**src/rtl/unidade_controle.sv**
```systemverilog
// Multicycle control unit for the RV64 subset datapath in principal.
// Moore sequencing; memory handshake, branch outcome and funct fields qualify some outputs.
module unidade_controle #(
    parameter int unsigned ILLEGAL_HALT = 1
) (
    input  logic       clk,
    input  logic       reset,
    input  logic [6:0] opcode,
    input  logic [2:0] funct3,
    input  logic       funct7_5,
    input  logic       zero,
    input  logic       mem_ready,
    output logic [4:0] stateOut,
    output logic       pc_write,
    output logic       ir_write,
    output logic       load_ab,
    output logic       aluout_write,
    output logic       mdr_write,
    output logic       reg_write,
    output logic       mem_read,
    output logic       mem_write,
    output logic       alu_srcA,
    output logic [1:0] alu_srcB,
    output logic [2:0] alu_op,
    output logic [1:0] mux_wd,
    output logic       illegal
);

    localparam logic [4:0] StReset  = 5'd0;
    localparam logic [4:0] StFetch  = 5'd1;
    localparam logic [4:0] StDecode = 5'd2;
    localparam logic [4:0] StExecR  = 5'd3;
    localparam logic [4:0] StWbR    = 5'd4;
    localparam logic [4:0] StExecI  = 5'd5;
    localparam logic [4:0] StWbI    = 5'd6;
    localparam logic [4:0] StAddr   = 5'd7;
    localparam logic [4:0] StMemRd  = 5'd8;
    localparam logic [4:0] StWbLd   = 5'd9;
    localparam logic [4:0] StMemWr  = 5'd10;
    localparam logic [4:0] StBranch = 5'd11;
    localparam logic [4:0] StLui    = 5'd12;
    localparam logic [4:0] StJal    = 5'd13;
    localparam logic [4:0] StExcept = 5'd31;

    localparam logic [6:0] OpR      = 7'b0110011;
    localparam logic [6:0] OpI      = 7'b0010011;
    localparam logic [6:0] OpLoad   = 7'b0000011;
    localparam logic [6:0] OpStore  = 7'b0100011;
    localparam logic [6:0] OpBranch = 7'b1100011;
    localparam logic [6:0] OpLui    = 7'b0110111;
    localparam logic [6:0] OpJal    = 7'b1101111;

    localparam logic [2:0] AluAdd   = 3'b000;
    localparam logic [2:0] AluSub   = 3'b001;
    localparam logic [2:0] AluAnd   = 3'b010;
    localparam logic [2:0] AluOr    = 3'b011;

    localparam logic [1:0] SrcBReg  = 2'd0;
    localparam logic [1:0] SrcBFour = 2'd1;
    localparam logic [1:0] SrcBImm  = 2'd2;

    localparam logic [1:0] WdAluOut = 2'd0;
    localparam logic [1:0] WdMdr    = 2'd1;
    localparam logic [1:0] WdPc     = 2'd2;
    localparam logic [1:0] WdImm    = 2'd3;

    localparam logic [4:0] StIllegalNext = (ILLEGAL_HALT != 0) ? StExcept : StFetch;

    logic [4:0] state_q, state_d;
    logic       dec_legal;
    logic [4:0] dec_next;

    always_ff @(posedge clk or negedge reset) begin
        if (!reset) begin
            state_q <= StReset;
        end else begin
            state_q <= state_d;
        end
    end

    assign stateOut = state_q;

    // Opcode decode; a recognised opcode with an unsupported funct3 is still illegal.
    always_comb begin
        dec_legal = 1'b1;
        dec_next  = StIllegalNext;
        case (opcode)
            OpR:      dec_next = StExecR;
            OpI:      dec_next = StExecI;
            OpLoad: begin
                dec_next  = StAddr;
                dec_legal = (funct3 == 3'b011);
            end
            OpStore: begin
                dec_next  = StAddr;
                dec_legal = (funct3 == 3'b011);
            end
            OpBranch: begin
                dec_next  = StBranch;
                dec_legal = (funct3 == 3'b000) || (funct3 == 3'b001);
            end
            OpLui:    dec_next = StLui;
            OpJal:    dec_next = StJal;
            default:  dec_legal = 1'b0;
        endcase
    end

    always_comb begin
        state_d      = state_q;
        pc_write     = 1'b0;
        ir_write     = 1'b0;
        load_ab      = 1'b0;
        aluout_write = 1'b0;
        mdr_write    = 1'b0;
        reg_write    = 1'b0;
        mem_read     = 1'b0;
        mem_write    = 1'b0;
        alu_srcA     = 1'b0;
        alu_srcB     = SrcBReg;
        alu_op       = AluAdd;
        mux_wd       = WdAluOut;
        illegal      = 1'b0;

        case (state_q)
            StReset: state_d = StFetch;

            StFetch: begin
                mem_read = 1'b1;
                alu_srcB = SrcBFour;
                if (mem_ready) begin
                    ir_write = 1'b1;
                    pc_write = 1'b1;
                    state_d  = StDecode;
                end
            end

            StDecode: begin
                if (dec_legal) begin
                    load_ab      = 1'b1;
                    aluout_write = 1'b1;
                    alu_srcB     = SrcBImm;
                    state_d      = dec_next;
                end else begin
                    illegal = 1'b1;
                    state_d = StIllegalNext;
                end
            end

            StExecR: begin
                alu_srcA     = 1'b1;
                alu_srcB     = SrcBReg;
                aluout_write = 1'b1;
                state_d      = StWbR;
                case (funct3)
                    3'b000:  alu_op = funct7_5 ? AluSub : AluAdd;
                    3'b111:  alu_op = AluAnd;
                    3'b110:  alu_op = AluOr;
                    default: begin
                        alu_srcA     = 1'b0;
                        aluout_write = 1'b0;
                        illegal      = 1'b1;
                        state_d      = StIllegalNext;
                    end
                endcase
            end

            StExecI: begin
                if (funct3 == 3'b000) begin
                    alu_srcA     = 1'b1;
                    alu_srcB     = SrcBImm;
                    aluout_write = 1'b1;
                    state_d      = StWbI;
                end else begin
                    illegal = 1'b1;
                    state_d = StIllegalNext;
                end
            end

            StWbR, StWbI: begin
                reg_write = 1'b1;
                mux_wd    = WdAluOut;
                state_d   = StFetch;
            end

            StAddr: begin
                alu_srcA     = 1'b1;
                alu_srcB     = SrcBImm;
                aluout_write = 1'b1;
                state_d      = (opcode == OpStore) ? StMemWr : StMemRd;
            end

            StMemRd: begin
                mem_read = 1'b1;
                if (mem_ready) begin
                    mdr_write = 1'b1;
                    state_d   = StWbLd;
                end
            end

            StWbLd: begin
                reg_write = 1'b1;
                mux_wd    = WdMdr;
                state_d   = StFetch;
            end

            StMemWr: begin
                mem_write = 1'b1;
                if (mem_ready) begin
                    state_d = StFetch;
                end
            end

            // PC takes the target held in ALUOut from decode.
            StBranch: begin
                alu_srcA = 1'b1;
                alu_srcB = SrcBReg;
                alu_op   = AluSub;
                pc_write = ((funct3 == 3'b000) && zero) || ((funct3 == 3'b001) && !zero);
                state_d  = StFetch;
            end

            StLui: begin
                reg_write = 1'b1;
                mux_wd    = WdImm;
                state_d   = StFetch;
            end

            StJal: begin
                reg_write = 1'b1;
                mux_wd    = WdPc;
                pc_write  = 1'b1;
                state_d   = StFetch;
            end

            StExcept: illegal = 1'b1;

            default: state_d = StReset;
        endcase
    end

endmodule

```
**config.mk**
```make
export PLATFORM = sky130hd
export DESIGN_NAME = unidade_controle
export DESIGN_NICKNAME = d
export VERILOG_FILES = /design/src/rtl/unidade_controle.sv
export SDC_FILE = /design/constraint.sdc
export NUM_CORES = 1
export LEC_CHECK = 0
export ABC_AREA = 0
export ABC_CLOCK_PERIOD_IN_PS = 2200
export BUFFER_PORTS_ARGS = -buffer_cell sky130_fd_sc_hd__buf_2
export CAP_MARGIN = 20
export CORE_MARGIN = 2
export CORE_UTILIZATION = 48
export CTS_CLUSTER_DIAMETER = 150
export DETAILED_ROUTE_END_ITERATION = 10
export GPL_TIMING_DRIVEN = 1
export PLACE_DENSITY = 0.87
export SYNTH_ARGS = -nofsm -noshare
export SYNTH_HDL_FRONTEND = slang
export SYNTH_SLANG_ARGS = --single-unit
```
**constraint.sdc**
```tcl
create_clock -name clk -period 2.2 [get_ports clk]
set_input_delay 0.44 -clock clk [delete_from_list [all_inputs] [get_ports clk]]
set_output_delay 0.44 -clock clk [all_outputs]
set_load 0.005 [all_outputs]
```
# Yosys cells after proc, flatten, opt, wreduce, memory -nomap -nowiden
# Cells that the tools add are included.
dict set report totals {
  regBits 5
  inputBits 15
  out_inout_bits 22
  wordCells 79
}
dict set report op_classes {
  eq_ne 28
  mux 34
  n_bitwise 1
  reduce_logical 15
}
# cell count
set ops {}
lappend ops {{$pmux 5 s9} 1}
lappend ops {{$eq 5x4->1 const B} 6}
lappend ops {{$mux 5} 6}
lappend ops {{$pmux 5 s6} 1}
lappend ops {{$eq 7x6->1 const B} 3}
lappend ops {{$eq 5x3->1 const B} 4}
lappend ops {{$eq 7x7->1 const B} 2}
lappend ops {{$mux 1} 14}
lappend ops {{$pmux 2 s3} 2}
lappend ops {{$eq 5x2->1 const B} 2}
lappend ops {{$pmux 1 s3} 3}
lappend ops {{$pmux 1 s4} 2}
lappend ops {{$pmux 2 s4} 1}
lappend ops {{$eq 7x2->1 const B} 1}
lappend ops {{$eq 7x5->1 const B} 1}
lappend ops {{$reduce_or 7->1} 1}
lappend ops {{$eq 3x3->1 const B} 2}
lappend ops {{$mux 2} 3}
lappend ops {{$ne 2x2->1 const B} 3}
lappend ops {{$reduce_or 2->1} 3}
lappend ops {{$eq 5x1->1 const B} 1}
lappend ops {{$eq 5x5->1 const B} 1}
lappend ops {{$logic_not 5->1} 1}
lappend ops {{$reduce_or 5->1} 1}
lappend ops {{other kinds (11)} 13}

# Logic depth before layout (Yosys ltp)
# Gate-level depths: netlist of run 1.
dict set report logic_depth {
  ltp_word 5
  mapped_depth 6
  depth_no_buf 5
}

# Worst setup path after synthesis of run 1
# OpenSTA, ideal clock, no wires.
dict set report synth_timing {
  kind {input-to-output}
  start {input opcode[6]}
  end {output illegal}
  arrival_time_ns 1.687
  required_ns 1.760
  slack_ns 0.073
  path_stages 5
  n_path_buf 1
  cell_sequence {buf_4 > or3b_4 > o32ai_2 > a21oi_2 > a221o_1}
}
dict set report synth_via {
  elab_chain_cells 5
  word_cells_on_any_way 12
  cone_classes {eq/ne: 7; mux: 3; reduce/logical: 2}
}
# item line_no
set synth_lines {}
lappend synth_lines {{from (decl)} 8} ;# input logic [6:0] opcode,
lappend synth_lines {{$eq 7x7->1, or another cell as far along} 87} ;# case (opcode)
lappend synth_lines {{$reduce_or 4->1 (no source line) / $reduce_or 2->1 (equally long branches)} n/a}
lappend synth_lines {{$pmux 1 s3 *} 87}
lappend synth_lines {{$mux 1 *} 138} ;# if (dec_legal) begin
lappend synth_lines {{$pmux 1 s4 *} 124} ;# case (state_q)
lappend synth_lines {{to (decl)} 26} ;# output logic illegal
# Mark *: on every way between the ends. The rest lies on a longest branch, timed or not.

# Worst setup path after layout of run 1
dict set report layout_timing {
  start {input opcode[4]}
  end {output illegal}
}
# Same word-level chain as after synthesis.

==> results of run 1 <==
[layer usage]
layer	share of wire	vias up	routed length, um	GRT usage
met5	0	-	0	0
li1	-	595	-	-
met4	0	0	0	0.106
met1	0.45	584	1300	0.358
met3	0.063	0	182	0
met2	0.49	62	1400	0.441
[layout make-up]
cell class | count | area, um^2
Fill cell | 160 | 484
Inverter | 4 | 15.0
Multi-Input combinational cell | 112 | 724
Timing Repair Buffer | 55 | 338
Tap cell | 25 | 31.3
Clock buffer | 4 | 26.3
Sequential cell | 5 | 126
[how the worst min path moves through the flow]
stage	to	slack, ns	cells past startpoint
4_1_cts	stateOut[0]$_DFFE_PN0P_	0.53	2
6_report	stateOut[0]$_DFFE_PN0P_	0.54	2
5_1_grt	stateOut[0]$_DFFE_PN0P_	0.56	2
3_3_place_gp	stateOut[0]$_DFFE_PN0P_	0.25	1
2_1_floorplan	stateOut[0]$_DFFE_PN0P_	0.14	0
3_5_place_dp	stateOut[3]$_DFFE_PN0P_	0.26	1
[what timing repair did]
action,4_1_cts,5_1_grt
hold buffers,1,0
endpoints found under the hold margin,5,0
endpoints found under the setup margin,4,6
pin swaps,2,3
setup buffers,0,2
resized for setup,1,11
[critical path, stage by stage]
cell                       delay (ns)
sky130_fd_sc_hd__buf_6           0.10
sky130_fd_sc_hd__buf_6           0.11
sky130_fd_sc_hd__nand3b_1        0.19
sky130_fd_sc_hd__nor4_2          0.30
sky130_fd_sc_hd__a21oi_2         0.10
sky130_fd_sc_hd__a221o_1         0.38
sky130_fd_sc_hd__buf_2           0.14
[power by group through the flow]
| stage | sequential, mW | clock (mW) | combinational [mW] |
|---|---|---|---|
| finish | 0.192 | 0.108 | 0.878 |
| global route | 0.197 | 0.117 | 0.951 |
| CTS | 0.182 | 0.114 | 0.823 |
| detailed placement | 0.180 | 0 | 0.819 |
| global placement | 0.180 | 0 | 0.789 |
| floorplan | 0.171 | 0 | 0.516 |
[cells by family (layout without fill, tap and decap cells)]
| logic type | after synthesis | count (layout) | share of synthesized area |
|---|---|---|---|
| AO/OA/AOI/OAI | 41 | 41 | 0.334 |
| XOR/XNOR | 3 | 3 | 0.0295 |
| buffers and inverters | 17 | 63 | 0.0927 |
| flip-flops | 5 | 5 | 0.140 |
| multiplexers | 1 | 1 | 0.0112 |
| other | 1 | 1 | 0.00421 |
| AND/OR/NAND/NOR | 66 | 66 | 0.388 |
[cells in the final DEF (no fill, tap or decap), types with 3 or more instances in the layout]
| master | n |
|---|---|
| sky130_fd_sc_hd__nand2b_1 | 4 |
| sky130_fd_sc_hd__clkbuf_4 | 3 |
| sky130_fd_sc_hd__nand2_1 | 14 |
| sky130_fd_sc_hd__nor3_1 | 7 |
| sky130_fd_sc_hd__nor2_1 | 10 |
| sky130_fd_sc_hd__nand3_1 | 5 |
| sky130_fd_sc_hd__nand4_1 | 4 |
| sky130_fd_sc_hd__inv_1 | 4 |
| sky130_fd_sc_hd__a31oi_1 | 3 |
| sky130_fd_sc_hd__o21ai_0 | 10 |
| sky130_fd_sc_hd__nor2b_1 | 3 |
| sky130_fd_sc_hd__buf_4 | 18 |
| sky130_fd_sc_hd__dfrtp_1 | 4 |
| sky130_fd_sc_hd__buf_2 | 34 |
| sky130_fd_sc_hd__nor4_1 | 5 |
| sky130_fd_sc_hd__a21oi_1 | 6 |
==> impl_metrics.yaml, run 1 <==
clock_network:
  clock_transition_at_the_register_clock_pins_on_the_worst_setup_and_hold_paths_after_cts_ns: 0.05
  cts_tree: "built"
  cts-htree-levels: 1
  cts_max_path_buffers: 2
  clk_root_buffer_cell: "sky130_fd_sc_hd__clkbuf_4"
  clk_latency_ns: 0.24
  cts.sink_count: 5
  cts_buffers: 3
drt:
  drc_errors: 0
  detail_route.first_pass.iterations: 4
  1st_iter_drt_viols: 56
  avgRoutedWirePerCell_um: 14.1
  route.antenna.remaining_nets: 0
  route.vias.total: 1241
  post_drt_via_cell_ratio: 6.05
  detailed_route_wl_um: 2880
setup_path:
  path_max_fanout: 4
  regToRegStartpoint: "stateOut[4]$_DFFE_PN0P_"
  timing.critical_path.to_type: "primary output"
  setup.worst_path.start_class: "primary input"
  endpoint_of_the_worst_register_to_register_path: "stateOut[0]$_DFFE_PN0P_"
  timing.critical_path.to: "illegal"
  worst_ep_arrival_time_ns: 1.76
  cp_data_required_time_ns: 1.76
  path_class: "in2out"
  r2r_cells: 5
  reg2reg_setup_slack_ns: 0.46
  crit_path_start: "opcode[4]"
grt:
  number_of_global_route_vias_before_repair: 1007
  grt_pass1_wl_um: 4290
  globalRoute.totalOverflow: 0
  antenna_found_initial: 0
  grt_max_degree: 17
  grt_usage: 0.263
synthesis:
  netlist_instances: 134
  synthTopCellsByCount: "sky130_fd_sc_hd__nand2_1 (14), sky130_fd_sc_hd__nor2_1 (10), sky130_fd_sc_hd__o21ai_0 (10)"
  synth.top_cell.area_share: 0.140
  synth_warnings: 0
  total_nets_after_synthesis: 149
  synth.cell_area_um2: 891
  post_synthesis_sequential_element_count: 5
  synth.avg_cell_area_um2: 6.65
  synth-edff-count: 0
  synthFlopType: "sky130_fd_sc_hd__dfrtp_1"
  synthMostInstantiatedCell: "sky130_fd_sc_hd__nand2_1"
  post_synth_main_area_contributors: "sky130_fd_sc_hd__dfrtp_1 (14%), sky130_fd_sc_hd__nand2_1 (5.9%), sky130_fd_sc_hd__o21ai_0 (5.6%)"
  ys_async_sr_fraction: 1.00
  synth_seq_area_share: 0.140
  largest_area_contributor_in_the_synthesized_netlist: "sky130_fd_sc_hd__dfrtp_1"
  synth.lib_cells_used.distinct: 43
pwr:
  switching_power_mw: 0.582
  cell_internal_power_mw: 0.595
  seqPwrFrac: 0.163
  p_total_mw: 1.18
  vdd_ir_drop_max_v: 0.000682
  p_sw_frac: 0.494
  powerDensity_nw_per_um2: 933
  share_of_power_burned_in_the_clock_network: 0.092
  p_comb_frac: 0.746
  power.static_leakage_nw: 0.592
floorplan:
  floorplan.initialDensity: 0.510
  ios: 37
  floorplan.die.width_um: 47.1
  core-area_um2: 1750
  full_die_area_um2: 2220
  die_height_um: 47.1
  rows: 15
place:
  place_area_um2: 1160
  gpl_congestion: 0.936
  io_buffers: 35
  place.detailed.instances: 198
  dpl.hpwl_um: 2140
  place_ws_ns: -0.0395
status:
  result_of_the_run: "completed"
layout:
  final_cell_area_um2: 1260
  final_cells: 205
  layout-area-overhead-vs-synth_pct: 41.6
  final_nets: 196
  post_route_cells_drive_above_1_share: 0.389
  largest_register_ffs: 5
  insertedDiodeCount: 0
  final_util: 0.723
timing:
  worst_clock_skew_ns: 0.00522
  holdWs_ns: 0.541
  setup-violations-final: 0
  finalSetupTns_ns: 0
  hold_violations: 0
  rsz0062_at_grt: "true"
  worst_slack_ns: 0.00450
  slew_viol_final: 0
  f_max_mhz: 455
  final.min_clock_period_ns: 2.20
  final_cycle_utilization_of_the_critical_path: 0.998
run:
  maxCapViolCount: 0
worst_hold_path:
  hp-class: "in2async"
(Power assumes the default switching activity.)
==> run 2: changes to the inputs <==
Settings changed: BUFFER_PORTS_ARGS -buffer_cell sky130_fd_sc_hd__buf_2 to unset, CORE_UTILIZATION 48 to 50, CTS_BUF_LIST set to sky130_fd_sc_hd__clkbuf_8 sky130_fd_sc_hd__clkbuf_16, DONT_BUFFER_PORTS set to 1, PLACE_DENSITY 0.87 to 0.72, TNS_END_PERCENT set to 20.
==> run 2 against run 1 <==
Compared with the run above:
- non-clock buffer count shrank 47
- core utilization is 15 points lower
- first-iteration DRC count down 39%
- critical path type is now reg2out
- largest cell class unchanged
- highest routed layer is now met4
==> impl_metrics.yaml, run 2 (synthesized netlist as in run 1, its figures left out) <==
clock_network:
  clk_root_buffer_cell: "sky130_fd_sc_hd__clkbuf_8"
  cts-htree-levels: 1
  cts_max_path_buffers: 2
  post_cts_setup_buffer_count: 0
  cts_tree: "built"
  cts_buffers: 3
  cts.sink_count: 5
  clk_latency_ns: 0.22
  clock_transition_at_the_register_clock_pins_on_the_worst_setup_and_hold_paths_after_cts_ns: 0.04
setup_path:
  critical_path_buf_inv_count: 1
  crit_path_top_delay_cell: "sky130_fd_sc_hd__dfrtp_1"
  path_max_fanout: 17
  cp_data_required_time_ns: 1.76
  timing.critical_path.to_type: "primary output"
  setup.worst_path.start_class: "flop"
  path_cells: "buf_4, nor2_1, nand3_1, a21oi_2, a221o_1"
  r2r_cells: 5
  timing.critical_path.depth: 5
  max_stage_delay_ns: 0.45
  path_delay_family: "flip-flops"
  worst_ep_arrival_time_ns: 1.64
  path_class: "reg2out"
drt:
  route.vias.total: 1046
  detail_route.first_pass.iterations: 4
  avgRoutedWirePerCell_um: 15.6
  post_drt_via_cell_ratio: 6.62
  drc_errors: 0
  route.antenna.remaining_nets: 0
  detailed_route_wl_um: 2470
  1st_iter_drt_viols: 34
layout:
  final_cell_area_um2: 976
  largest_register_ffs: 5
  final_util: 0.571
  final.fill_count: 172
  final_common_cell: "sky130_fd_sc_hd__nand2_1"
  final_nets: 149
  mostFrequentLayoutCells: "sky130_fd_sc_hd__nand2_1 (14), sky130_fd_sc_hd__nor2_1 (10), sky130_fd_sc_hd__o21ai_0 (10)"
  layout-area-overhead-vs-synth_pct: 9.55
  area_of_all_sequential_standard_cells_um2: 125
  insertedDiodeCount: 0
  post_route_cells_drive_above_1_share: 0.135
  multiInputGateArea_um2: 697
worst_hold_path:
  hp-class: "in2reg"
  hold_depth: 3
timing:
  hold_violations: 0
  final_cycle_utilization_of_the_critical_path: 0.946
  rsz0062_at_grt: "false"
  setup-violations-final: 0
  f_max_mhz: 480
  maxSlewHeadroom: 0.588
  worst_clock_skew_ns: 0.00207
  holdWs_ns: 0.484
  worst_slack_ns: 0.118
  final.min_clock_period_ns: 2.08
  max_slew.worst_pin.slew_ns: 0.603
  finalSetupTns_ns: 0
  slew_viol_final: 0
pwr:
  power.static_leakage_nw: 0.368
  vdd_ir_drop_max_v: 0.000604
  powerDensity_nw_per_um2: 1050
status:
  result_of_the_run: "completed"
place:
  dpl.hpwl_um: 1820
  place_area_um2: 907
  place_ws_ns: 0.130
  io_buffers: 0
  gpl_congestion: 0.883
grt:
  antenna_found_initial: 0
  globalRoute.totalOverflow: 0
  grt_usage: 0.228
  grt_max_degree: 18
  grt_pass1_wl_um: 3690
  number_of_global_route_vias_before_repair: 874
floorplan:
  floorplan.initialDensity: 0.522
  core-area_um2: 1710
  ios: 37
  rows: 15
  die_height_um: 46.2
  floorplan.die.width_um: 46.2
  full_die_area_um2: 2140
run:
  maxCapViolCount: 0
==> run 2: per-layer routing <==
| metal | routed length (um) | part of all wire | GRT usage | vias up |
|---|---|---|---|---|
| met5 | 0 | 0 | 0 | - |
| met4 | 17 | 0.0069 | 0 | 0 |
| met2 | 1300 | 0.53 | 0.406 | 44 |
| met3 | 161 | 0.065 | 0.0471 | 2 |
| met1 | 988 | 0.40 | 0.298 | 495 |
| li1 | - | - | - | 505 |
==> run 2: cell type report <==
| type | count | share of cell area |
|---|---|---|
| Clock inverter | 1 | 0.00385 |
| Inverter | 4 | 0.0154 |
| Clock buffer | 3 | 0.0423 |
| Tap cell | 25 | 0.0321 |
| Multi-Input combinational cell | 112 | 0.714 |
| Sequential cell | 5 | 0.128 |
| Timing Repair Buffer | 8 | 0.0641 |
==> run 2: worst paths after layout <==
path                                         startpoint                      end  slack, ns
worst max-delay path            stateOut[1]$_DFFE_PN0P_                  illegal       0.12
worst min-delay path                          mem_ready  stateOut[3]$_DFFE_PN0P_       0.48
worst max register to register  stateOut[4]$_DFFE_PN0P_  stateOut[0]$_DFFE_PN0P_       0.38
worst min register to register  stateOut[1]$_DFFE_PN0P_  stateOut[1]$_DFFE_PN0P_       0.75
max in group asynchronous                         reset  stateOut[4]$_DFFE_PN0P_       1.49
min in group asynchronous                         reset  stateOut[3]$_DFFE_PN0P_       0.51
==> run 2: worst min-delay path, delay by kind of cell <==
kind	cells	cell delay [ns]
AND/OR/NAND/NOR	1	0.06
AO/OA/AOI/OAI	2	0.14
==> run 2: stage by stage <==
step                total power [mW]  std cells
floorplan                      0.687        134
finish                          1.03        158
global route                    1.10        158
CTS                             1.00        158
global placement               0.823        153
detailed placement             0.828        153
==> run 2: power breakdown <==
group,total (mW),switching [mW],leakage (nW),internal (mW)
sequential,0.179,0.0520,0.0644,0.127
combinational,0.682,0.411,0.277,0.271
clock,0.165,0.0451,0.0269,0.120
==> run 2: what timing repair did <==
item                                   in CTS  in global routing
endpoints found under the hold margin       5                  0
hold buffers                                1                  0
gates resized for setup                     0                  3
setup endpoints to repair                   0                  4
==> run 3: changes to the inputs <==
Settings changed: CTS_BUF_LIST sky130_fd_sc_hd__clkbuf_8 sky130_fd_sc_hd__clkbuf_16 to unset, PLACE_DENSITY 0.72 to unset, PLACE_DENSITY_LB_ADDON set to 0.2.
==> run 3 against run 2 <==
Compared with the run above:
- total power fell by 0.27%
- hold slack lost 0.015 ns
- non-clock buffer count increased by 6
- die area unchanged
- register-to-register slack improved by 0.03 ns
- sequential power fell by 3%
- cell count up 3.8%
- setup slack worse by 0.0032 ns
==> impl_metrics.yaml, run 3 (synthesized netlist as in run 1, its figures left out) <==
setup_path:
  max_stage_delay_ns: 0.54
  setup.worst_path.start_class: "flop"
  path_max_fanout: 9
  timing.critical_path.to_type: "primary output"
  path_cells: "buf_4, nand2b_1, a2111oi_1"
  path_delay_family: "compound AO/OA/AOI/OAI gates"
  crit_path_top_delay_cell: "sky130_fd_sc_hd__a2111oi_1"
  path_class: "reg2out"
  critical_path_buf_inv_count: 1
  cp_data_required_time_ns: 1.76
  r2r_cells: 5
  timing.critical_path.depth: 3
  worst_ep_arrival_time_ns: 1.64
clock_network:
  clock_transition_at_the_register_clock_pins_on_the_worst_setup_and_hold_paths_after_cts_ns: 0.04
  post_cts_setup_buffer_count: 0
  clk_latency_ns: 0.24
  cts-htree-levels: 1
  cts_max_path_buffers: 2
  cts_buffers: 3
  cts_tree: "built"
  cts.sink_count: 5
  clk_root_buffer_cell: "sky130_fd_sc_hd__clkbuf_4"
timing:
  finalSetupTns_ns: 0
  f_max_mhz: 480
  final.min_clock_period_ns: 2.08
  slew_viol_final: 0
  setup-violations-final: 0
  rsz0062_at_grt: "false"
  holdWs_ns: 0.469
  worst_clock_skew_ns: 0.00519
  hold_violations: 0
  final_cycle_utilization_of_the_critical_path: 0.948
drt:
  drc_errors: 0
  route.antenna.remaining_nets: 0
  route.vias.total: 1053
  avgRoutedWirePerCell_um: 15.8
  post_drt_via_cell_ratio: 6.42
  detail_route.first_pass.iterations: 4
  detailed_route_wl_um: 2590
  1st_iter_drt_viols: 32
grt:
  antenna_found_initial: 0
  globalRoute.totalOverflow: 0
  grt_max_degree: 18
  number_of_global_route_vias_before_repair: 911
  grt_pass1_wl_um: 4000
  grt_usage: 0.258
layout:
  mostFrequentLayoutCells: "sky130_fd_sc_hd__nand2_1 (14), sky130_fd_sc_hd__buf_4 (13), sky130_fd_sc_hd__nor2_1 (10), sky130_fd_sc_hd__o21ai_0 (10), sky130_fd_sc_hd__nor3_1 (8)"
  area_of_all_sequential_standard_cells_um2: 126
  multiInputGateArea_um2: 696
  layout-area-overhead-vs-synth_pct: 12.5
  post_route_cells_drive_above_1_share: 0.180
  final_common_cell: "sky130_fd_sc_hd__nand2_1"
  insertedDiodeCount: 0
  final.fill_count: 163
  final_nets: 155
  largest_register_ffs: 5
pwr:
  vdd_ir_drop_max_v: 0.000630
  powerDensity_nw_per_um2: 1020
  power.static_leakage_nw: 0.386
floorplan:
  floorplan.die.width_um: 46.2
  rows: 15
  core-area_um2: 1710
  ios: 37
  floorplan.initialDensity: 0.522
  full_die_area_um2: 2140
  die_height_um: 46.2
place:
  gpl_congestion: 0.908
  dpl.hpwl_um: 1980
  io_buffers: 0
worst_hold_path:
  hp-class: "in2reg"
  hold_depth: 3
run:
  maxCapViolCount: 0
status:
  result_of_the_run: "completed"
==> run 3: path summary, 6_finish.rpt <==
path | start | to | slack [ns]
max in group asynchronous | reset | stateOut[2]$_DFFE_PN0P_ | 1.48
max | stateOut[3]$_DFFE_PN0P_ | mem_read | 0.12
min in group asynchronous | reset | stateOut[0]$_DFFE_PN0P_ | 0.49
max reg2reg | stateOut[1]$_DFFE_PN0P_ | stateOut[0]$_DFFE_PN0P_ | 0.41
min | mem_ready | stateOut[3]$_DFFE_PN0P_ | 0.47
min reg2reg | stateOut[1]$_DFFE_PN0P_ | stateOut[1]$_DFFE_PN0P_ | 0.72
==> run 3: power by group <==
group / internal, mW / switching [mW]
combinational: 0.315 / 0.429
sequential: 0.129 / 0.0452
clock: 0.0685 / 0.0369
total: 0.512 / 0.512
==> run 3: area by class of cell <==
type                       count  area share
tap                           25      0.0312
inverter                       4      0.0150
clock buffer                   4      0.0262
multi-input combinational    112       0.694
sequential                     5       0.126
timing repair buffer          14       0.107
==> run 3: per-layer routing <==
metal	up-vias	wire, um	GRT usage
met5	-	0	0
met4	0	0	0.0343
met3	0	150	0.0902
met2	39	1280	0.436
met1	498	1150	0.322
li1	516	-	-
==> run 3: worst min-delay path, stage by stage <==
cell and delay (ns):
sky130_fd_sc_hd__o41ai_1 0.05, sky130_fd_sc_hd__nand2_1 0.06, sky130_fd_sc_hd__o221ai_1 0.11
==> run 3: metrics by stage <==
stage | area [um^2] | std cells | setup WS (ns) | utilization | total power [mW]
after CTS | 993 | 164 | 0.0623 | 0.582 | 1.01
after floorplan | 891 | 134 | 0.0729 | - | 0.687
after global placement | 952 | 159 | 0.153 | 0.558 | 0.887
after global routing | 1000 | 164 | 0.0217 | 0.587 | 1.12
after detailed placement | 952 | 159 | 0.140 | 0.558 | 0.890
final | 1000 | 164 | 0.115 | 0.587 | 1.02
==> run 3: what timing repair did <==
| action | 4_1_cts | 5_1_grt |
|---|---|---|
| resized for setup | 1 | 4 |
| hold buffers | 1 | 0 |
| hold endpoints to repair | 5 | 0 |
| setup endpoints to repair | 1 | 3 |
